**src/rtl/cdc_hs_receiver.sv**
```systemverilog
// Destination end of a 4-phase req/ack CDC handshake.
// req_async is synchronised into clk; the data word is captured once req_s
// is seen high (data is stable by protocol at that point) and offered on a
// valid/ready interface. ack is returned as a registered level.
module cdc_hs_receiver #(
    parameter int unsigned DATA_W      = 8,
    parameter int unsigned SYNC_STAGES = 2,
    parameter int unsigned CNT_W       = 16
) (
    input  logic              clk,
    input  logic              rst,
    input  logic              req_async,
    input  logic [DATA_W-1:0] data_async,
    output logic              ack,
    output logic [DATA_W-1:0] dout,
    output logic              dout_valid,
    input  logic              dout_ready,
    output logic              busy,
    output logic [CNT_W-1:0]  xfer_cnt
);

    if (SYNC_STAGES < 2 || SYNC_STAGES > 4) begin : g_bad_sync_stages
        $error("cdc_hs_receiver: SYNC_STAGES must be in 2..4");
    end

    typedef enum logic [1:0] {
        ST_IDLE  = 2'd0,
        ST_VALID = 2'd1,
        ST_ACK   = 2'd2
    } state_t;

    state_t                 r_state;
    state_t                 w_state_nxt;
    logic [SYNC_STAGES-1:0] r_sync;
    logic                   w_req_s;
    logic                   w_capture;
    logic                   w_accept;
    logic                   w_release;
    logic                   w_busy;
    logic                   r_ack;
    logic [DATA_W-1:0]      r_dout;
    logic                   r_dout_valid;
    logic [CNT_W-1:0]       r_xfer_cnt;

    // Request synchroniser chain; only its last stage is used downstream.
    always_ff @(posedge clk) begin
        if (rst) begin
            r_sync <= '0;
        end else begin
            r_sync <= {r_sync[SYNC_STAGES-2:0], req_async};
        end
    end

    assign w_req_s = r_sync[SYNC_STAGES-1];

    // FSM state register.
    always_ff @(posedge clk) begin
        if (rst) begin
            r_state <= ST_IDLE;
        end else begin
            r_state <= w_state_nxt;
        end
    end

    // Next-state logic: IDLE -> VALID -> ACK -> IDLE.
    always_comb begin
        w_state_nxt = r_state;
        case (r_state)
            ST_IDLE:  if (w_req_s)                    w_state_nxt = ST_VALID;
            ST_VALID: if (r_dout_valid && dout_ready) w_state_nxt = ST_ACK;
            ST_ACK:   if (!w_req_s)                   w_state_nxt = ST_IDLE;
            default:                                  w_state_nxt = ST_IDLE;
        endcase
    end

    // Output decode: per-state strobes driving the registered outputs.
    // A req_s drop while in VALID is deliberately not looked at here.
    always_comb begin
        w_capture = (r_state == ST_IDLE)  && w_req_s;
        w_accept  = (r_state == ST_VALID) && r_dout_valid && dout_ready;
        w_release = (r_state == ST_ACK)   && !w_req_s;
        w_busy    = (r_state != ST_IDLE);
    end

    // Registered outputs: data capture, valid flag, ack level, transfer count.
    always_ff @(posedge clk) begin
        if (rst) begin
            r_dout       <= '0;
            r_dout_valid <= 1'b0;
            r_ack        <= 1'b0;
            r_xfer_cnt   <= '0;
        end else begin
            if (w_capture) begin
                r_dout       <= data_async;
                r_dout_valid <= 1'b1;
            end
            if (w_accept) begin
                r_dout_valid <= 1'b0;
                r_ack        <= 1'b1;
                r_xfer_cnt   <= r_xfer_cnt + {{(CNT_W-1){1'b0}}, 1'b1};
            end
            if (w_release) begin
                r_ack <= 1'b0;
            end
        end
    end

    assign ack        = r_ack;
    assign dout       = r_dout;
    assign dout_valid = r_dout_valid;
    assign busy       = w_busy;
    assign xfer_cnt   = r_xfer_cnt;

endmodule

```
**config.mk**
```make
export PLATFORM = sky130hd
export DESIGN_NAME = cdc_hs_receiver
export DESIGN_NICKNAME = d
export VERILOG_FILES = /design/src/rtl/cdc_hs_receiver.sv
export SDC_FILE = /design/constraint.sdc
export NUM_CORES = 1
export LEC_CHECK = 0
export BUFFER_PORTS_ARGS = -buffer_cell sky130_fd_sc_hd__buf_2
export CAP_MARGIN = 25
export CORE_ASPECT_RATIO = 1.4
export CORE_MARGIN = 1.5
export CORE_UTILIZATION = 47
export CTS_BUF_LIST = sky130_fd_sc_hd__clkbuf_8
export CTS_CLUSTER_SIZE = 14
export DETAILED_ROUTE_END_ITERATION = 10
export GPL_TIMING_DRIVEN = 0
export PLACE_DENSITY = 0.74
export SLEW_MARGIN = 20
export SYNTH_ARGS = -nofsm -noshare
export SYNTH_HDL_FRONTEND = slang
export SYNTH_SLANG_ARGS = --single-unit
```
**constraint.sdc**
```tcl
create_clock -name clk -period 1.4 [get_ports clk]
set_clock_uncertainty 0.05 [all_clocks]
set_input_delay 0.07 -clock clk [delete_from_list [all_inputs] [get_ports clk]]
set_output_delay 0.07 -clock clk [all_outputs]
set_load 0.03 [all_outputs]
```
==> impl_metrics.csv <==
group,metric,value,unit
cells_and_area,mostFrequentLayoutCell,"buf_2",
yosys,synth_xor_area_share,6.24,%
min_path,hold_path.class,"primary input to flip-flop",
detailed_routing,postRouteAntennaNets,0,
clock_tree,cts_tree,"yes",
die,ioPinCount,39,
worst_setup_path,reg2reg_to,"xfer_cnt[13]",
status,violations,"setup timing",
sta,rsz0062_at_grt,"yes",
cells_and_area,final_cell_mix,"buf_2 (38), nand2_1 (22), nor2_1 (18), dfxtp_1 (16), buf_4 (14)",
sta,whs,95.1,ps
sta,finalSetupViolCount,9,
clock_tree,path_clk_slew,60,ps
power,p_total,1.80,mW
detailed_routing,dr_total_vias,1233,
cells_and_area,nets,222,
yosys,synthCells,142,
global_route,antenna_found_initial,0,
global_route,grt_pass1_vias,1198,
sta,slew_violations,0,
worst_setup_path,critPathCaptureType,"flip-flop",
power,leakage,0.846,nW
yosys,synth_area,0.00126,mm²
sta,fin_crit_sh,110,%
yosys,yosysWarnings,0,
status,status,"finished, violations left",
worst_setup_path,crit_fanout,6,
die,die_w,46.8,µm
detailed_routing,firstDrtPassIters,4,
worst_setup_path,rr_worst_depth,4,
clock_tree,htree_num_levels,2,
yosys,ys_seq_elements,30,
placed_design,portBuffers,38,
detailed_routing,drc_errors,0,
yosys,synth_compound_area_share,6.14,%
clock_tree,cts_buffers,5,
yosys,muxShareOfSynthArea,3.86,%
power,switchingPower,0.401,mW
cells_and_area,nFillCells,211,
clock_tree,cts-root-buf,"clkbuf_8",
yosys,synth_fa_ha_area_share,0.990,%
yosys,syn-num-nets,155,
die,die_h,64.4,µm
cells_and_area,drive_gt1_share,44.3,%
worst_setup_path,worstPathRequired,1520,ps
die,core_area,0.00259,mm²
detailed_routing,via_per_inst,5.01,
worst_setup_path,crit_path_start,"xfer_cnt[1]",
yosys,synthSimpleGateAreaFrac,32.4,%
detailed_routing,drt-total-wl,3.38,mm
power,pwr-share-clk,45.2,%
worst_setup_path,worstSetupPathType,"flip-flop to flip-flop",
sta,fin_ws,-147,ps
global_route,gr-total-overflow,0,
worst_setup_path,crit-reg2reg-launch,"xfer_cnt[1]",
yosys,ys_types,31,
sta,max_freq,646,MHz
global_route,track_usage,23.2,%
clock_tree,clock_path_buffers,2,
power,ir_drop,1.03,mV
placed_design,dp_cells,216,
power,powerDensity,947,mW/mm²
clock_tree,clk_latency,290,ps
yosys,synth_top_family_by_area,"simple AND/OR/NAND/NOR gates",
sta,finalCriticalPeriod,1550,ps
power,internal-power,1.40,mW
worst_setup_path,cp-start-kind,"flip-flop",
sta,slew_headroom,68.4,%
placed_design,place_congestion,0.726,
power,power.share.combinational,6.8,%
die,rows,22,
cells_and_area,instances_no_fill,246,
sta,worst_slew_pin_slew,474,ps
worst_setup_path,rrSetupSlack,-150,ps
yosys,syn_avg_cell_area,8.90,µm²
power,p_sw_share,22.2,%
worst_setup_path,crit_path_end,"xfer_cnt[13]",
cells_and_area,syn_to_final_growth,50.6,%
yosys,ys_seq_area_share,47.5,%
global_route,grt_pass1_wl,5.06,mm
power,power_frac_seq,48.0,%
sta,finalHoldViolCount,0,
global_route,grt_max_degree,11,
placed_design,place_hpwl,1.99,mm
die,initial_core_util,48.8,%
clock_tree,cts_sinks,30,
placed_design,place_ws,-231,ps
run,drv_cap,0,
detailed_routing,drtIter0Drc,19,
worst_setup_path,cp.arrival,1670,ps
cells_and_area,n_antenna_cell,0,
die,dieArea,0.00301,mm²
detailed_routing,routedWlPerCell,13.7,µm
stage by stage:
stage / TNS (ps) / instance area, µm² / utilization [%]
floorplan: -412 / 1310 / -
global placement: -642 / 1540 / 59.7
detailed placement: -766 / 1540 / 59.7
CTS: -340 / 1840 / 71.3
global route: -1430 / 1900 / 73.5
finish: -764 / 1900 / 73.5
flip-flops by register name (all words and copies together), names as in the netlist:
| register | cells |
|---|---|
| dout_valid | 1 |
| ack | 1 |
| r_sync | 2 |
| xfer_cnt | 16 |
| r_state | 2 |
| dout | 8 |
power groups by stage:
stage | Clock [mW] | Sequential, mW | Combinational (mW)
after detailed placement | 0 | 0.884 | 0.102
after CTS | 0.827 | 0.865 | 0.122
final | 0.815 | 0.865 | 0.123
after global routing | 0.866 | 0.866 | 0.135
after floorplan | 0 | 0.903 | 0.0419
after global placement | 0 | 0.883 | 0.0978
Yosys cell counts:
library cell   n  area (µm²)
a21oi_1       12        60.1
and2_1         3        18.8
and2b_1        1        7.51
and3_1         2        12.5
and4_1         1        8.76
and4b_2        1        11.3
buf_4          1        7.51
clkbuf_1       3        11.3
clkbuf_8       1        13.8
dfxtp_1       30         601
ha_1           1        12.5
inv_1          1        3.75
mux2_1         1        11.3
mux2_2         2        22.5
mux2_4         1        15.0
nand2_1       22        82.6
nand3_1        9        45.0
nand3b_1       1        7.51
nand4_1        4        25.0
nand4b_4       1        23.8
nor2_1        18        67.6
nor2b_1        5        31.3
nor3_1         5        25.0
nor3b_1        1        7.51
nor4_4         1        21.3
o21ai_0        2        10.0
o31ai_1        1        7.51
or3_1          1        6.26
or4_1          1        7.51
xnor2_1        5        43.8
xor2_1         4        35.0
routing by layer:
layer	part of all wire, %	wire [µm]	up-vias	global-route usage [%]
li1	-	-	618	-
met3	4.9	164	5	7.91
met5	0	0	-	0
met2	55	1840	36	40.2
met4	1.7	58	0	9.38
met1	39	1310	574	24.2
what timing repair did:
item / 4_1_cts / 5_1_grt
buffers inserted: 11 / 4
setup endpoints to repair: 6 / 18
hold buffers: 9 / 0
endpoints found under the hold margin: 9 / 0
pin swaps: 4 / 6
resized for setup: 8 / 8
kinds of logic after synthesis:
group | after synthesis
buffers and inverters | 6
muxes | 4
and+or+nand+nor | 77
adders and majority gates | 1
xor gates and xnor gates | 9
AOI/OAI and AO/OA | 15
DFF | 30
worst min path at each step:
stage,cells after the start,endpoint,startpoint,slack (ps)
after floorplan,1,r_sync[0],req_async,150
after detailed placement,2,r_sync[0],req_async,250
after global routing,4,r_state[0],dout_ready,130
final,4,r_state[0],dout_ready,100
after global placement,2,r_sync[0],req_async,230
after CTS,4,r_state[0],dout_ready,90
area by class of cell:
cell class | instances | area (µm²) | share of cell area (%)
multi-input combinational | 106 | 686 | 36.0
sequential | 30 | 641 | 33.7
timing repair buffer | 62 | 397 | 20.8
clock buffer | 8 | 110 | 5.79
tap | 36 | 45.0 | 2.37
buffer | 3 | 21.3 | 1.12
inverter | 1 | 3.75 | 0.197
critical path: stages, from the launching register on:
cell	delay (ps)
dfxtp_4	380
nand3_2	190
nor4_4	370
nand3_1	130
mux2_1	310
Power figures use the tool's default switching activity.
